**config.mk**
```make
export PLATFORM = sky130hd
export DESIGN_NAME = servo_setpoint_encoder
export DESIGN_NICKNAME = d
export VERILOG_FILES = /design/src/rtl/servo_setpoint_encoder.sv
export SDC_FILE = /design/constraint.sdc
export NUM_CORES = 1
export LEC_CHECK = 0
export ABC_AREA = 1
export BUFFER_PORTS_ARGS = -buffer_cell sky130_fd_sc_hd__clkbuf_2
export CORE_UTILIZATION = 54
export DETAILED_ROUTE_END_ITERATION = 8
export PLACE_DENSITY = 0.74
export SLEW_MARGIN = 20
export SYNTH_ARGS = -nofsm -noshare
export SYNTH_HDL_FRONTEND = slang
export SYNTH_SLANG_ARGS = --single-unit
```
**constraint.sdc**
```tcl
create_clock -name clk -period 2.07 [get_ports clk]
set_clock_uncertainty 0.15 [all_clocks]
set_input_delay 0.1035 -clock clk [delete_from_list [all_inputs] [get_ports clk]]
set_output_delay 0.1035 -clock clk [all_outputs]
set_load 0.01 [all_outputs]
```
**src/rtl/servo_setpoint_encoder.sv**
```systemverilog
// Quadrature encoder + push-button front end producing an 8-bit servo position setpoint.
// Optional auto-sweep mode is built when SERVO_SWEEP_EN is defined.
module servo_setpoint_encoder #(
  parameter int DEBOUNCE_CYCLES = 5000,
  parameter int STEP            = 4,
  parameter int POS_MAX         = 255,
  parameter int POS_CENTER      = 128
`ifdef SERVO_SWEEP_EN
  , parameter int SWEEP_DIV     = 200000
`endif
) (
  input  logic       clk,
  input  logic       reset,
  input  logic       enc_a,
  input  logic       enc_b,
  input  logic       enc_btn_n,
  output logic [7:0] setpoint,
  output logic       setpoint_valid,
  output logic       sweep_active
);

  localparam int CNT_W = $clog2(DEBOUNCE_CYCLES + 1);
  // Lane order {button, b, a}; the button idles released (high).
  localparam logic [2:0] RST_LVL = 3'b100;

  logic [2:0] raw, sync1, sync2, deb;
  logic [2:0][CNT_W-1:0] cnt;

  assign raw = {enc_btn_n, enc_b, enc_a};

  always_ff @(posedge clk) begin
    if (reset) begin
      sync1 <= RST_LVL;
      sync2 <= RST_LVL;
    end else begin
      sync1 <= raw;
      sync2 <= sync1;
    end
  end

  for (genvar i = 0; i < 3; i++) begin : g_deb
    always_ff @(posedge clk) begin
      if (reset) begin
        cnt[i] <= '0;
        deb[i] <= RST_LVL[i];
      end else if (sync2[i] == deb[i]) begin
        cnt[i] <= '0;
      end else if (cnt[i] == CNT_W'(DEBOUNCE_CYCLES - 1)) begin
        cnt[i] <= '0;
        deb[i] <= sync2[i];
      end else begin
        cnt[i] <= cnt[i] + 1'b1;
      end
    end
  end

  typedef enum logic [2:0] {IDLE, CW1, CW2, CW3, CCW1, CCW2, CCW3, RESYNC} state_t;
  state_t state, state_nxt;
  logic [1:0] ab;
  logic emit_up, emit_dn;

  assign ab = {deb[0], deb[1]};

  always_ff @(posedge clk) begin
    if (reset) state <= IDLE;
    else       state <= state_nxt;
  end

  always_comb begin
    state_nxt = state;
    emit_up   = 1'b0;
    emit_dn   = 1'b0;
    case (state)
      IDLE:   if (ab == 2'b01) state_nxt = CW1;
              else if (ab == 2'b10) state_nxt = CCW1;
              else if (ab == 2'b11) state_nxt = RESYNC;
      CW1:    if (ab == 2'b11) state_nxt = CW2;
              else if (ab == 2'b00) state_nxt = IDLE;
              else if (ab == 2'b10) state_nxt = RESYNC;
      CW2:    if (ab == 2'b10) state_nxt = CW3;
              else if (ab == 2'b01) state_nxt = CW1;
              else if (ab == 2'b00) state_nxt = RESYNC;
      CW3:    if (ab == 2'b00) begin state_nxt = IDLE; emit_up = 1'b1; end
              else if (ab == 2'b11) state_nxt = CW2;
              else if (ab == 2'b01) state_nxt = RESYNC;
      CCW1:   if (ab == 2'b11) state_nxt = CCW2;
              else if (ab == 2'b00) state_nxt = IDLE;
              else if (ab == 2'b01) state_nxt = RESYNC;
      CCW2:   if (ab == 2'b01) state_nxt = CCW3;
              else if (ab == 2'b10) state_nxt = CCW1;
              else if (ab == 2'b00) state_nxt = RESYNC;
      CCW3:   if (ab == 2'b00) begin state_nxt = IDLE; emit_dn = 1'b1; end
              else if (ab == 2'b11) state_nxt = CCW2;
              else if (ab == 2'b10) state_nxt = RESYNC;
      RESYNC: if (ab == 2'b00) state_nxt = IDLE;
      default: state_nxt = IDLE;
    endcase
  end

  // Steps are registered so the setpoint moves one clock after the emitting transition.
  logic step_up, step_dn, btn_q, press;
  always_ff @(posedge clk) begin
    if (reset) begin
      step_up <= 1'b0;
      step_dn <= 1'b0;
      btn_q   <= 1'b1;
    end else begin
      step_up <= emit_up;
      step_dn <= emit_dn;
      btn_q   <= deb[2];
    end
  end
  assign press = btn_q & ~deb[2];

  logic [8:0] sum_up;
  logic [7:0] up_val, dn_val, sp_nxt;
  assign sum_up = {1'b0, setpoint} + 9'(STEP);
  assign up_val = (sum_up > 9'(POS_MAX)) ? 8'(POS_MAX) : sum_up[7:0];
  assign dn_val = ({1'b0, setpoint} < 9'(STEP)) ? 8'd0 : setpoint - 8'(STEP);

`ifdef SERVO_SWEEP_EN
  localparam int PRE_W = $clog2(SWEEP_DIV + 1);
  logic [PRE_W-1:0] pre, pre_nxt;
  logic sweep, sweep_nxt, dir_up, dir_nxt;

  always_comb begin
    sp_nxt    = setpoint;
    sweep_nxt = sweep;
    dir_nxt   = dir_up;
    pre_nxt   = pre;
    if (press) begin
      sweep_nxt = ~sweep;
      pre_nxt   = '0;
      if (!sweep) dir_nxt = 1'b1;
    end else if (sweep) begin
      // Encoder steps are ignored while sweeping; only prescaler wraps move the setpoint.
      if (pre == PRE_W'(SWEEP_DIV - 1)) begin
        pre_nxt = '0;
        if (dir_up) begin
          sp_nxt = up_val;
          if (sum_up >= 9'(POS_MAX)) dir_nxt = 1'b0;
        end else begin
          sp_nxt = dn_val;
          if ({1'b0, setpoint} <= 9'(STEP)) dir_nxt = 1'b1;
        end
      end else begin
        pre_nxt = pre + 1'b1;
      end
    end else if (step_up) begin
      sp_nxt = up_val;
    end else if (step_dn) begin
      sp_nxt = dn_val;
    end
  end

  always_ff @(posedge clk) begin
    if (reset) begin
      pre    <= '0;
      sweep  <= 1'b0;
      dir_up <= 1'b1;
    end else begin
      pre    <= pre_nxt;
      sweep  <= sweep_nxt;
      dir_up <= dir_nxt;
    end
  end
  assign sweep_active = sweep;
`else
  always_comb begin
    sp_nxt = setpoint;
    if (press)        sp_nxt = 8'(POS_CENTER);
    else if (step_up) sp_nxt = up_val;
    else if (step_dn) sp_nxt = dn_val;
  end
  assign sweep_active = 1'b0;
`endif

  always_ff @(posedge clk) begin
    if (reset) begin
      setpoint       <= 8'(POS_CENTER);
      setpoint_valid <= 1'b0;
    end else begin
      setpoint       <= sp_nxt;
      setpoint_valid <= (sp_nxt != setpoint);
    end
  end

endmodule
```
==> results.yml <==
run_status:
  status: "finished clean"
floorplanning:
  num_rows: 28
  dieHeight_um: 81.7
  die_area_sq_um: 6670
  coreArea_sq_um: 6030
  start_util_pct: 56.9
  ios: 15
  dieWidth_um: 81.7
synthesis:
  synthFlopType: "dfxtp_1"
  syn_area_sq_um: 3430
  synth-compound-area-share_pct: 13.6
  avgSynthCellArea_sq_um: 7.06
  syn_nets: 502
  ys_ff_latch: 63
  synth_fa_ha_area_share_pct: 4.01
  synthSimpleGateAreaFrac_pct: 33.6
  synth-seq-area-share_pct: 36.8
  synth-xor-area-share_pct: 2.26
  async_flop_share_pct: 0
  yosysWarningCount: 0
  synth_top_family_by_area: "simple AND/OR/NAND/NOR gates"
  synth_edf_count: 0
  synth_cell_types: 45
  synth_cells: 486
  synth.mux.area_fraction_pct: 0
pwr:
  cellPowerDensity_nw_per_um2: 764
  p_total_mw: 2.99
  p_leak_nw: 1.60
  ir_drop_mv: 0.587
timing:
  hold_slack_ps: 256
  finalSetupTns_ps: 0
  rsz0062_at_grt: "true"
  finalSetupViolations: 0
  timing.fmax_mhz: 505
  tightest_slew_ps: 573
  period_share_pct: 95.7
  drv_slew: 0
  period_needed_ps: 1980
  layout_setup_ws_ps: 88.7
  finalHoldViolCount: 0
  slew_headroom_pct: 61.7
clock_tree:
  cts_buffers: 9
  cts_tree: "yes"
  root_buffer: "clkbuf_8"
  h-tree-depth: 3
  clock_latency_ps: 340
  cts_sinks: 63
  clkTransAtPathRegs_ps: 80
  clockBufferDepth: 2
setup_path:
  cp-startpoint: "setpoint[2]$_SDFF_PP0_"
  endpoint_kind: "flip-flop"
  reg2reg_to: "setpoint_valid$_SDFF_PP0_"
  rr_worst_depth: 15
  timing.rr.start: "setpoint[2]$_SDFF_PP0_"
  startpoint_type: "flip-flop"
  path_class: "reg -> reg"
  cp_max_fo: 6
  cp_data_arrival_time_ps: 2070
  rrSetupSlack_ps: 90
  crit_required_ps: 2160
route:
  routedWlPerCell_um: 12.2
  vias_per_cell: 5.40
  dr.pass1.iters: 5
  postRouteAntennaNets: 0
  drt_iter0_drc: 167
  drc: 0
  vias: 3221
  routed_wl_um: 7280
placed_design:
  dpl.hpwl_um: 5130
  placed_area_sq_um: 3590
  gp_congestion: 0.938
  pre_cts_ws_ps: -27.2
  dp_cells: 571
  portBuffers: 13
worst_hold_path:
  hold_path_depth: 2
  min_to: "sync2[1]$_SDFF_PP0_"
  min_path_type: "reg -> reg"
  worstHoldStart: "sync1[1]$_SDFF_PP0_"
global_routing:
  grt_pass1_vias: 2866
  grt_util_all_layers_pct: 23.4
  grt-ovfl-total: 0
  grt_max_degree: 20
  grt_pass1_wl_um: 12100
  antenna_found_initial: 0
final_layout:
  antenna_cells: 0
  nNetsFinal: 533
  drive_above_1_share_pct: 16.9
  stdcell_area_sq_um: 3910
  fill_cells: 568
  final_cells: 597
  areaGrowthSynthToFinish_pct: 14.0
  postLayoutCoreUtil_pct: 64.9
job:
  maxCapViolCount: 0
-- layer usage --
metal	GRT usage [%]	vias up	part of all wire, %
met1	29.0	1458	45
met4	7.02	0	0.89
met2	40.7	97	48
li1	-	1662	-
met5	0	-	0
met3	5.00	4	6.0
-- cell families after synthesis --
| logic type | Yosys count |
|---|---|
| AO/OA/AOI/OAI | 79 |
| XOR/XNOR | 8 |
| adder cells (fa/ha/maj) | 11 |
| buffers and inverters | 82 |
| flip-flops | 63 |
| other | 1 |
| AND/OR/NAND/NOR | 242 |
-- worst max-delay path by stage --
stage                           endpoint  cells after the start
5_1_grt        setpoint_valid$_SDFF_PP0_                     15
6_report       setpoint_valid$_SDFF_PP0_                     15
2_1_floorplan  setpoint_valid$_SDFF_PP0_                     16
4_1_cts        setpoint_valid$_SDFF_PP0_                     15
3_3_place_gp   setpoint_valid$_SDFF_PP0_                     15
3_5_place_dp   setpoint_valid$_SDFF_PP0_                     15
-- report_power, final --
group	leakage, nW	total, mW	switching (mW)	internal [mW]
logic	1.01	0.674	0.401	0.273
clock network	0.0776	0.941	0.508	0.433
registers	0.513	1.37	0.100	1.27
-- final cells by class --
type                            count  area [sq um]  area share (%)
Clock buffer                        9           124            3.17
Inverter                           70           265            6.78
Timing Repair Buffer               32           221            5.66
Tap cell                           75          93.8            2.40
Clock inverter                      7          48.8            1.25
Sequential cell                    63          1270            32.5
Multi-Input combinational cell    341          1890            48.3
-- registers in the layout (all words and copies together), names as in the netlist --
| signal | flops |
|---|---|
| step_up | 1 |
| sync1 | 3 |
| deb | 1 |
| state | 3 |
| setpoint | 8 |
| sync2 | 3 |
| step_dn | 1 |
| btn_q | 1 |
| setpoint_valid | 1 |
| cnt | 39 |
| ab | 2 |
-- layout by cell type, fill, tap and decap left out, types with 2 or more instances in the layout --
cell type	n
nor3b_1	7
nand3_1	33
nor2_2	5
nor3_1	10
nor4_1	4
nand2_1	84
a21oi_1	37
or2_2	2
nand3_2	3
nor2_4	2
nor2_1	60
inv_2	5
ha_2	3
buf_4	14
o21bai_1	3
a211oi_1	2
xor2_1	7
nand2_2	5
clkbuf_2	13
o21a_1	7
nor3_2	5
dlygate4sd3_1	4
clkinvlp_4	4
o21ai_0	16
clkinv_2	2
dfxtp_2	4
a31oi_1	3
clkbuf_8	9
inv_1	63
dfxtp_1	58
nand4_1	16
o31ai_1	4
ha_1	7
-- synth_stat cells (5+ instances only) --
| master | instances | area share (%) |
|---|---|---|
| o21ai_0 | 16 | 2.3 |
| nor3b_1 | 7 | 1.5 |
| ha_1 | 11 | 4.0 |
| dfxtp_1 | 63 | 37 |
| xor2_1 | 7 | 1.8 |
| a21oi_1 | 37 | 5.4 |
| inv_1 | 66 | 7.2 |
| nand2_1 | 87 | 9.5 |
| nand3_1 | 33 | 4.8 |
| nor3_1 | 11 | 1.6 |
| o21a_1 | 7 | 1.5 |
| nor3_2 | 5 | 1.5 |
| nor2_1 | 64 | 7.0 |
| nand4_1 | 16 | 2.9 |
-- critical path, cell delays in order, from the launching register on --
cell     delay [ps]
dfxtp_4         380
inv_4            50
ha_4            270
nand2_2          40
nor2_1           80
nand2_1          90
nor2_4          130
nand3_4         120
nand3_1         110
nand2_1          70
nand2_1          70
nand2_1          50
inv_1            40
nand3_1          80
nor2_1          100
nor2_1           50
-- repair_timing --
| action | in CTS | in global routing |
|---|---|---|
| endpoints found under the setup margin | 1 | 11 |
| hold buffers | 4 | 0 |
| hold endpoints to repair | 5 | 0 |
| pin swaps | 0 | 13 |
| gates resized for setup | 1 | 24 |
| gates cloned | 0 | 0 |
| setup buffers | 0 | 6 |
No activity file was read; power rests on OpenSTA's default activity.
